[config.mk]
export PLATFORM = sky130hd
export DESIGN_NAME = ram2b_stream_reader
export DESIGN_NICKNAME = d
export VERILOG_FILES = /design/src/rtl/ram2b_stream_reader.sv
export SDC_FILE = /design/constraint.sdc
export NUM_CORES = 1
export LEC_CHECK = 0
export ABC_AREA = 1
export CAP_MARGIN = 5
export CORE_MARGIN = 1.5
export CORE_UTILIZATION = 59
export DETAILED_ROUTE_END_ITERATION = 7
export GPL_ROUTABILITY_DRIVEN = 0
export PLACE_DENSITY = 0.85
export SYNTH_ARGS = -nofsm -noshare
export SYNTH_HDL_FRONTEND = slang
export SYNTH_SLANG_ARGS = --single-unit
export TNS_END_PERCENT = 20
[constraint.sdc]
create_clock -name clk -period 3.9 [get_ports clk]
set_input_delay 0.585 -clock clk [delete_from_list [all_inputs] [get_ports clk]]
set_output_delay 0.585 -clock clk [all_outputs]
set_load 0.02 [all_outputs]
[src/rtl/ram2b_stream_reader.sv]
// rtl/ram2b_stream_reader.sv - 2-bit RAM read engine packing four entries per byte onto a valid/ready stream
//
// Ports:
//   clk, reset_n           clock, asynchronous active-low reset
//   start, start_addr,     transfer request (sampled in IDLE only), first entry address,
//   byte_count, abort      byte count (0 = 2^CNT_W), synchronous cancel
//   busy, done             transfer in progress, one-cycle completion pulse
//   ram_en, ram_addr,      registered RAM read port, data returned one cycle after ram_en
//   ram_do
//   m_data, m_valid,       packed byte stream to the sink (FIFO head)
//   m_ready
module ram2b_stream_reader #(
    parameter int ADDR_W = 13,
    parameter int CNT_W  = 11
) (
    input  logic              clk,
    input  logic              reset_n,
    input  logic              start,
    input  logic [ADDR_W-1:0] start_addr,
    input  logic [CNT_W-1:0]  byte_count,
    input  logic              abort,
    output logic              busy,
    output logic              done,
    output logic              ram_en,
    output logic [ADDR_W-1:0] ram_addr,
    input  logic [1:0]        ram_do,
    output logic [7:0]        m_data,
    output logic              m_valid,
    input  logic              m_ready
);

    typedef enum logic [1:0] {S_IDLE, S_READ, S_DRAIN} state_t;

    state_t state, state_nxt;

    logic [CNT_W:0] bytes_left;   // bytes whose first read has not been issued yet
    logic [1:0]     next_k;       // entry index of the next read; 0 means at a byte boundary
    logic [1:0]     ram_k;        // entry index of the read currently on the RAM port
    logic           cap_v;        // ram_do carries valid read data this cycle
    logic [1:0]     cap_k;        // entry index of that data
    logic [5:0]     shift;        // entries 0..2 of the byte being assembled
    logic [1:0]     asm_cnt;      // bytes started but not yet pushed into the FIFO

    logic [7:0]     fifo_mem [0:1];
    logic           wr_ptr, rd_ptr;
    logic [1:0]     fifo_cnt;

    logic           issue, issue_first, flush, done_nxt, push, pop;
    logic [2:0]     occ;
    logic [CNT_W:0] total;

    // 0 in byte_count encodes the full 2^CNT_W range via the extra top bit.
    assign total   = {(byte_count == '0), byte_count};
    assign occ     = {1'b0, fifo_cnt} + {1'b0, asm_cnt};
    assign m_valid = (fifo_cnt != 2'd0);
    assign m_data  = fifo_mem[rd_ptr];
    assign pop     = m_valid && m_ready && !flush;
    assign push    = cap_v && (cap_k == 2'd3) && !flush;
    assign busy    = (state != S_IDLE);

    always_comb begin
        state_nxt   = state;
        issue       = 1'b0;
        issue_first = 1'b0;
        flush       = 1'b0;
        done_nxt    = 1'b0;
        case (state)
            S_IDLE: begin
                if (start) begin
                    issue       = 1'b1;
                    issue_first = 1'b1;
                    state_nxt   = S_READ;
                end
            end
            S_READ: begin
                if (abort) begin
                    flush     = 1'b1;
                    state_nxt = S_IDLE;
                end else if (next_k != 2'd0) begin
                    // A byte in progress always completes its four reads back to back.
                    issue = 1'b1;
                    if ((next_k == 2'd3) && (bytes_left == '0))
                        state_nxt = S_DRAIN;
                end else if ((bytes_left != '0) && (occ < 3'd2)) begin
                    // Only start a byte when a FIFO slot is guaranteed for it.
                    issue       = 1'b1;
                    issue_first = 1'b1;
                end
            end
            S_DRAIN: begin
                if (abort) begin
                    flush     = 1'b1;
                    state_nxt = S_IDLE;
                end else if (m_valid && m_ready && (fifo_cnt == 2'd1) && (asm_cnt == 2'd0)) begin
                    done_nxt  = 1'b1;
                    state_nxt = S_IDLE;
                end
            end
            default: state_nxt = S_IDLE;
        endcase
    end

    always_ff @(posedge clk or negedge reset_n) begin
        if (!reset_n) begin
            state <= S_IDLE;
            done  <= 1'b0;
        end else begin
            state <= state_nxt;
            done  <= done_nxt;
        end
    end

    // Read issue and byte assembly.
    always_ff @(posedge clk or negedge reset_n) begin
        if (!reset_n) begin
            ram_en     <= 1'b0;
            ram_addr   <= '0;
            bytes_left <= '0;
            next_k     <= 2'd0;
            ram_k      <= 2'd0;
            cap_v      <= 1'b0;
            cap_k      <= 2'd0;
            shift      <= 6'd0;
            asm_cnt    <= 2'd0;
        end else begin
            ram_en <= issue;
            cap_k  <= ram_k;
            // Data returning from reads issued before an abort is dropped.
            cap_v  <= ram_en && !flush;
            if (issue) begin
                ram_addr <= (state == S_IDLE) ? start_addr : ram_addr + 1'b1;
                ram_k    <= next_k;
                next_k   <= next_k + 2'd1;
            end else if (flush) begin
                next_k <= 2'd0;
            end
            if (state == S_IDLE && start)
                bytes_left <= total - 1'b1;
            else if (issue_first)
                bytes_left <= bytes_left - 1'b1;
            if (cap_v && (cap_k != 2'd3))
                shift[2*cap_k +: 2] <= ram_do;
            if (flush)
                asm_cnt <= 2'd0;
            else
                asm_cnt <= asm_cnt + {1'b0, issue_first} - {1'b0, push};
        end
    end

    // Two-entry output FIFO; push and pop may occur on the same edge.
    always_ff @(posedge clk or negedge reset_n) begin
        if (!reset_n) begin
            fifo_mem[0] <= 8'd0;
            fifo_mem[1] <= 8'd0;
            wr_ptr      <= 1'b0;
            rd_ptr      <= 1'b0;
            fifo_cnt    <= 2'd0;
        end else if (flush) begin
            wr_ptr   <= 1'b0;
            rd_ptr   <= 1'b0;
            fifo_cnt <= 2'd0;
        end else begin
            if (push) begin
                fifo_mem[wr_ptr] <= {ram_do, shift};
                wr_ptr           <= ~wr_ptr;
            end
            if (pop)
                rd_ptr <= ~rd_ptr;
            fifo_cnt <= fifo_cnt + {1'b0, push} - {1'b0, pop};
        end
    end

endmodule

==> metrics.md <==
| Metric | Value |
|---|---|
| Initial DRC count | approximately 250 |
| Library cells used by synthesis | 33 |
| Ys flop type | dfrtp_1 |
| Die Footprint | just over 7000 sq um |
| Hold Buf Count CTS | 0 |
| CP bufs+invs | 3 |
| Crit-path max cell delay | ~640 ps |
| Reg2reg setup slack | between 1000 and 1500 ps |
| Top-count cell post-synth | nand2_1 |
| Worst-path clk slew | around 70 ps |
| Remaining antenna violation count | 0 |
| Vias | ~3700 |
| Routed wl met3 | roughly 580 microns |
| Data arrival time of the critical path | 2440 ps |
| Clk sinks | 64 |
| WS Path Type | reg -> out |
| CTS HTree Levels | 3 |
| M1 WL | 3.908 mm |
| Maximum clock frequency | 330.8 MHz |
| Max-slew headroom | 35.01% |
| Yosys reg bits | between 60 and 70 |
| Multi-input combinational cell area | 1977 sq um |
| Max stage delay cell, worst path | clkdlybuf4s50_1 |
| Overflow after GRT | 0 |
| WL met2 | 4.383 mm |
| Worst-Margin Slew | roughly 970 ps |
| Top Ports | 56 |
| Tmin final | slightly above 3000 ps |
| Vias in the first global route | around 3500 |
| Leakage | approximately 0.0024 uW |
| Antenna violations before repair | 0 |
| Drt drc | 0 |
| Largest net degree at the start of global routing | 45 |
| Worst flop-to-flop path startpoint | state[0] |
| Overall routing resource usage | a little over a quarter |
| Share of layout cells above drive strength 1 | 7.321% |
| Fin cells | 678 |
| Worst-path cell chain | inv_1, ha_1, inv_1, clkdlybuf4s50_1 |
| Placed wire-length estimate | about 6.4 mm |
| Hold crit path type | reg -> reg |
| CTS tree | built |
| Synth warnings | 0 |
| MaxCap Viol Count | 0 |
| Final Hold Vio Count | 0 |
| Worst r2r dst | asm_cnt[1] |
| Pwr dens | 817.4 nW/um^2 |
| Setup TNS | 0 ps |
| Synth Cell Area | 3920 sq um |
| CORE AREA | around 6400 sq um |
| Sequential area share after synthesis | between 40% and 50% |
| Top post-synthesis cells by count | 187 x nand2_1, 64 x dfrtp_1, 62 x inv_1 |
| Initial Util | 61.38% |
| Final-report setup violation count | 0 |
| Unrepaired setup endpoints after global routing | false |
| Chip height | 84.51 microns |
| Leading area contributor after synthesis | dfrtp_1 |
| Inst Count DP | 662 |
| Yosys top cell area share | approximately two fifths |
| Critical Path Most Common Cell | inv_1 |
| Num CTS Buffers | 9 |
| Nets@finish | approximately 650 |
| Worst skew pair latency | around 350 ps |
| Via density | roughly 5.5 |
| Ranking of synthesized cells by area | dfrtp_1 41%, nand2_1 18%, nand3_1 7.1% |
| Layout fillers | 490 |
| CTS max path bufs | 2 |
| Layout area overhead | 21.07% |
| Final Max Slew Viols | 0 |
| Status | finished, final reports clean |
| Ys async rst share | 100.0% |
| DR WL/cell | between 10 and 15 microns |
| Hold_sp | ram_k[1] |
| Gate Count Post-Synth | ~540 |
| Hold path cells | 0 |
| Crit end category | output pin |
| Die Wd | ~85 microns |
| Worst Hold Endpoint | cap_k[1] |
| EDFF count, synth | 0 |
| CTS Root Cell | clkbuf_8 |
| Post-CTS setup buffers | 0 |
| Ant diodes | 0 |
| Worst path top cell family by delay | buffers and inverters |
| # resized after CTS | 0 |
| Row count | 29 |
| Worst-path fanout max | 15 |
| Synthesized area per cell | ~7.2 sq um |
| Clk_skew | 8.081 ps |
| Top Layer Used | met4 |
| Storage cell area | ~1600 sq um |
| Peak supply drop | 0.5071 mV |
| Post-Route WL | 8.965 mm |
| Worst r2r path cells | 10 |
| PortBufs | 55 |
| Worst Setup Start Kind | flop |
| Global-route wire length before repair | ~15 mm |
| First-pass iteration count of the detailed router | 5 |
| Syn nets | between 500 and 600 |
| Final period utilization | 77.52% |
| Required @ worst endpoint | around 3300 ps |
## cell type report
type	instances	share of cell area [%]
clock buffers	9	2.610
inverters	67	5.299
clock inverters	7	2.689
multi-input cells	396	41.66
well taps	77	2.030
repair buffers	58	11.97
flip-flops and latches	64	33.75
## cell usage in the layout (no fill, tap or decap), drive strengths merged, types with 2 or more instances in the layout
cell | synthesis | final
clkdlybuf4s50 | 0 | 54
inv | 66 | 68
dfrtp | 64 | 64
or2 | 3 | 3
clkinv | 1 | 3
xor2 | 5 | 5
nand3 | 58 | 58
nand3b | 2 | 2
clkbuf | 3 | 9
o21ai | 48 | 48
bufinv | 0 | 3
nor3 | 6 | 6
nand4 | 11 | 11
nand2 | 194 | 194
buf | 13 | 4
ha | 17 | 17
nor2 | 42 | 42
xnor2 | 4 | 4
a31oi | 2 | 2
## sequential cells by signal (all words and copies together), names as in the netlist
| register | cells |
|---|---|
| ram_en | 1 |
| wr_ptr | 1 |
| fifo_mem | 16 |
| ram_k | 2 |
| next_k | 2 |
| fifo_cnt | 2 |
| cap_k | 2 |
| cap_v | 1 |
| shift | 6 |
| state | 2 |
| ram_addr | 13 |
| bytes_left | 12 |
| done | 1 |
| asm_cnt | 2 |
| rd_ptr | 1 |
## worst max path at each step
| stage | from | to | slack, ps | cells after the start |
|---|---|---|---|---|
| floorplan | fifo_cnt[0] | asm_cnt[1] | 1760 | 12 |
| global placement | start | asm_cnt[1] | 940 | 9 |
| detailed placement | start | asm_cnt[1] | 810 | 9 |
| CTS | state[0] | busy | 890 | 4 |
| global route | state[0] | busy | 770 | 4 |
| finish | state[0] | busy | 880 | 4 |
## metal layers
layer | global-route usage (%) | up-vias
met2 | 44.16 | 152
li1 | - | 1830
met5 | 0 | -
met3 | 3.736 | 12
met1 | 35.56 | 1710
met4 | 8.651 | 0
## where the power goes
part / internal [uW] / switching [uW]
logic: 754 / 1220
clock network: 433 / 287
registers: 942 / 241
total: 2130 / 1750
## worst register-to-register path, cell delays in order (launching register included)
cell and delay (ps):
dfrtp_1 410, inv_1 110, ha_1 560, nand2_4 280, nand2_2 350, inv_1 190, ha_1 320, inv_1 40
ha_1 170, xor2_1 150, nor2_1 100
## per-stage QoR
stage	setup WS [ps]	util [%]	power, uW	cell area [sq um]	hold WS (ps)
4_1_cts	888.4	74.31	3876	4746	383.9
3_5_place_dp	812.6	70.38	3142	4494	368.3
6_report	876.6	74.31	3879	4746	379.5
5_1_grt	766.7	74.31	4195	4746	403.1
2_1_floorplan	1757	-	2539	3920	289.4
3_3_place_gp	943.3	70.38	3074	4494	362.7
## kinds of logic after synthesis
group	after synthesis	share of synthesized area [%]
flip-flops	64	40.86
adder cells (fa/ha/maj)	18	5.937
XOR/XNOR	9	2.011
AO/OA/AOI/OAI	52	7.437
buffers and inverters	83	8.713
AND/OR/NAND/NOR	317	35.05
(Power assumes the default switching activity.)
==> variant 1, RTL diff (same flow settings) <==
The parameter `ADDR_W` goes from 13 to 11.
--- a/src/rtl/ram2b_stream_reader.sv
+++ b/src/rtl/ram2b_stream_reader.sv
@@ -12,3 +12,3 @@
 module ram2b_stream_reader #(
-    parameter int ADDR_W = 13,
+    parameter int ADDR_W = 11,
     parameter int CNT_W  = 11
Ports: changed (resized ram_addr and start_addr); port bits go from 56 to 52. The function was not compared with the original's and may differ.
==> variant 1 against the unedited design <==
  * Area after synthesis shrank 4.4%
  * Via count decreased by 7.3%
  * Critical path depth grew 1
  * Global-route usage is 0.92 points higher
  * Setup slack better by 0.080 ns
  * Count of clock-buffer cells in the layout rose by 1
  * Sequential cell count down 2
  * Final area fell by 4.6%
  * Register-to-register slack better by 0.18 ns
  * Highest routed layer unchanged
  * Largest cell class unchanged
  * Wire length is 6.2% lower
  * Total power fell by 5.6%
==> variant 1: results (changes against the unedited design) <==
stage,metric,value,unit,change
pwr,Flop pwr share,0.314,,+0.009
layout,fillcell total,457,,-6.7%
pwr,Comb power frac,0.507,,-0.002
grt,vias in the first global route,3198,,-7.5%
grt,largest net degree at the start of global routing,38,,-16%
outcome,status,"complete, no violations",,
synthesis,syn nets,569,,-3.9%
routing,mean number of vias per cell,5.26,,-3.8%
placement,"worst slack, placed",1.02,ns,+0.211 ns
pwr,Psw,1660,uW,-4.9%
sta,worst slew pin tran,0.594,ns,-0.381 ns
synthesis,sequential area share after synthesis,0.414,,+0.00533
placement,Placed Area,4300,um2,-4.4%
setup_path,WP data arrival,2.36,ns,-0.08 ns
min_path,Hold WC Path Type,input pin to async pin,,
sta,Worst Skew,0.00745,ns,-0.000629 ns
layout,share of layout cells above drive strength 1,0.0744,,+0.00118
setup_path,worst-path fanout max,30,,+15
routing,iteration-0 DRC count of the detailed router,239,,-2.8%
placement,Cells after DPL,637,,-3.8%
pwr,reported clock group power,658,uW,-8.7%
routing,drt first pass iters,4,,-1
grt,first-pass GRT wire length,14200,um,-7.2%
layout,NumNets Final,620,,-3.9%
synthesis,Area contributors post-synth,"dfrtp_1, nand2_1, nand3_1",,
pwr,worst vdd ir,527,uV,+3.9%
placement,port bufs,51,,-7.3%
routing,final WL,8410,um,-6.2%
synthesis,Commonest cells post-synth,"nand2_1, inv_1, dfrtp_1",,
pwr,leak pwr,0.00234,uW,-2.6%
grt,Global Route Usage Sum,0.273,,+0.00919
clocking,H-tree levels,3,,unchanged
synthesis,post-synth cell types,29,,-12%
clocking,TritonCTS buffer count,9,,unchanged
routing,Vias,3432,,-7.3%
synthesis,post-synthesis cell count,522,,-3.9%
placement,DP HPWL,6050,um,-5.5%
-- variant 1: per-layer routing --
| metal | GRT usage | wire length [um] | vias up |
|---|---|---|---|
| li1 | - | - | 1750 |
| met1 | 0.349 | 3820 | 1566 |
| met2 | 0.446 | 3940 | 103 |
| met3 | 0.0747 | 519 | 13 |
| met4 | 0.0950 | 121 | 0 |
| met5 | 0 | 0 | - |
-- variant 1: worst paths after layout --
path / slack [ns] / startpoint / depth (start not counted) / endpoint
max in group asynchronous: 2.77 / reset_n / 2 / bytes_left[9]$_DFFE_PN0P_
worst min-delay path: 0.23 / reset_n / 1 / fifo_mem[13]$_DFFE_PN0P_
worst max register to register: 1.34 / asm_cnt[0]$_DFF_PN0_ / 12 / asm_cnt[1]$_DFF_PN0_
worst max-delay path: 0.96 / state[0]$_DFFE_PN0P_ / 5 / busy
worst min register to register: 0.39 / ram_k[0]$_DFFE_PN0P_ / 0 / cap_k[0]$_DFF_PN0_
min in group clk: 0.39 / ram_k[0]$_DFFE_PN0P_ / 0 / cap_k[0]$_DFF_PN0_
-- variant 1: cell families (layout without fill, tap and decap cells) --
family	after synthesis	after routing	share of synthesized area
xor gates and xnor gates	10	10	0.0234
DFF	62	62	0.414
and+or+nand+nor	298	298	0.341
AOI/OAI and AO/OA	51	51	0.0711
adders and majority gates	18	18	0.0621
buffers and inverters	83	139	0.0888
-- variant 1: layout make-up --
type / instances / area, um2 / share of cell area
clock buffers: 10 / 138 / 0.0304
well taps: 75 / 93.8 / 0.0207
inverters: 69 / 259 / 0.0572
multi-input cells: 377 / 1860 / 0.412
repair buffers: 54 / 528 / 0.117
flip-flops and latches: 62 / 1550 / 0.343
clock inverters: 6 / 93.8 / 0.0207
==> variant 2, RTL diff (same flow settings) <==
Without the edit above. Reset style: synchronous (`reset_n`), changed in 3 clocked blocks. Comments in the files are not updated.
--- a/src/rtl/ram2b_stream_reader.sv
+++ b/src/rtl/ram2b_stream_reader.sv
@@ -102,3 +102,3 @@
 
-    always_ff @(posedge clk or negedge reset_n) begin
+    always_ff @(posedge clk) begin
         if (!reset_n) begin
@@ -113,3 +113,3 @@
     // Read issue and byte assembly.
-    always_ff @(posedge clk or negedge reset_n) begin
+    always_ff @(posedge clk) begin
         if (!reset_n) begin
@@ -150,3 +150,3 @@
     // Two-entry output FIFO; push and pop may occur on the same edge.
-    always_ff @(posedge clk or negedge reset_n) begin
+    always_ff @(posedge clk) begin
         if (!reset_n) begin
Check against the original RTL: differs if reset_n is asserted again (counterexample within 4 cycles, from zero or initial values and one cycle with reset_n low); with reset_n held inactive, the same outputs for 10 cycles.
==> variant 2 against the unedited design <==
  * Clock power decreased by 19%
  * Setup slack improved by 0.22 ns
  * Sequential cell count is 1 higher
  * Final area fell by 2.1%
  * Wire length rose by 0.56%
  * Total power fell by 20%
  * Global-route usage is 0.45 points higher
  * Area after synthesis down 1.4%
  * Critical path type is now flip-flop to flip-flop
  * Highest routed layer unchanged
==> variant 2: results (changes against the unedited design) <==
stage,metric,value,unit,change
routing,per-cell routed wire length,13.1,um,-1.0%
setup_path,WP data arrival,3.08,ns,+0.64 ns
sta,hold slack final,0.447,ns,+0.0675 ns
setup_path,worst-path fanout max,43,,+28
pwr,worst vdd ir,490,uV,-3.4%
grt,vias in the first global route,3504,,+1.3%
sta,Worst Skew,0.00709,ns,-0.000994 ns
routing,wire length on met2,4520,um,+3.1%
grt,M3 GR Usage,0.0593,,+0.0220
layout,fillcell total,497,,+1.4%
grt,largest net degree at the start of global routing,44,,-2.2%
setup_path,crit-path max cell delay,0.32,ns,-0.32 ns
setup_path,Crit Reg-Reg Endpoint,asm_cnt[1]$_SDFF_PP0_,,
sta,Max-slew headroom,0.657,,+0.307
synthesis,post-synthesis cell count,555,,+2.2%
outcome,status,"complete, no violations",,
grt,Global Route Usage Sum,0.268,,+0.00452
synthesis,Area contributors post-synth,"dfxtp_1, nand2_1, edfxtp_1",,
grt,first-pass GRT wire length,15500,um,+1.2%
synthesis,syn nets,604,,+2.0%
min_path,Hold Path End,cap_k[1]$_SDFF_PN0_,,
layout,"non-filler cells, final",689,,+1.6%
synthesis,asr flop ratio synth,0,,-1.00
grt,routing usage on met2,0.468,,+0.0262
routing,Vias,3693,,-0.30%
pwr,Psw,1400,uW,-20%
synthesis,number of synthesized flops with an enable pin,16,,+16
layout,share of layout cells above drive strength 1,0.0833,,+0.0101
placement,DP HPWL,6440,um,+0.53%
synthesis,sequential area share after synthesis,0.378,,-0.0303
layout,cell area after layout,4640,um2,-2.1%
routing,met3 WL,541,um,-6.4%
grt,met1 Track Usage GR,0.332,,-0.0235
synthesis,Synth top area share,0.254,,-0.155
setup_path,register-to-register setup slack,1.10,ns,-0.06 ns
placement,Placed Area,4440,um2,-1.2%
layout,NumNets Final,656,,+1.7%
pwr,leak pwr,0.00212,uW,-12%
setup_path,R2R Path Start,state[1]$_SDFFE_PN0P_,,
## variant 2: cell types whose count changed in the layout (fill, tap and decap cells not counted), moves of 15 or more
cell	unedited run	this run
dfxtp_1	0	49
nor2_1	36	84
nand3_1	56	41
dfrtp_1	64	0
o21ai_1	17	2
nand2_1	187	141
a21oi_1	1	23
edfxtp_1	0	16
## variant 2: through the flow
step	setup WS (ns)	total power, uW
4_1_cts	1.11	3100
2_1_floorplan	1.65	2110
3_3_place_gp	0.907	2460
5_1_grt	0.863	3370
3_5_place_dp	0.823	2510
6_report	1.10	3120
## variant 2: worst max path at each step
stage	start	endpoint	slack (ns)
finish	state[1]$_SDFFE_PN0P_	asm_cnt[1]$_SDFF_PP0_	1.10
CTS	state[1]$_SDFFE_PN0P_	asm_cnt[1]$_SDFF_PP0_	1.11
detailed placement	start	asm_cnt[1]$_SDFF_PP0_	0.82
floorplan	fifo_cnt[0]$_SDFF_PP0_	asm_cnt[1]$_SDFF_PP0_	1.65
global route	state[1]$_SDFFE_PN0P_	asm_cnt[1]$_SDFF_PP0_	0.86
global placement	start	asm_cnt[1]$_SDFF_PP0_	0.91
## variant 2: power by group through the flow
stage               Combinational (uW)  Clock [uW]  Sequential [uW]
global placement                  1450           0             1010
finish                            1520         587             1010
detailed placement                1490           0             1010
global route                      1720         621             1030
floorplan                         1070           0             1040
CTS                               1510         594             1000
## variant 2: layout make-up
cell class	instances	share of cell area
Clock inverter	7	0.0170
Multi-Input combinational cell	393	0.432
Timing Repair Buffer	59	0.125
Sequential cell	65	0.315
Inverter	79	0.0638
Tap cell	77	0.0207
Clock buffer	9	0.0267
## variant 2: logic make-up after synthesis
kind of cell | synth area share
mux | 0.0285
simple gates | 0.328
xor+xnor | 0.00907
compound gates | 0.0933
flops | 0.378
buf+inv | 0.102
fa+ha+maj | 0.0602
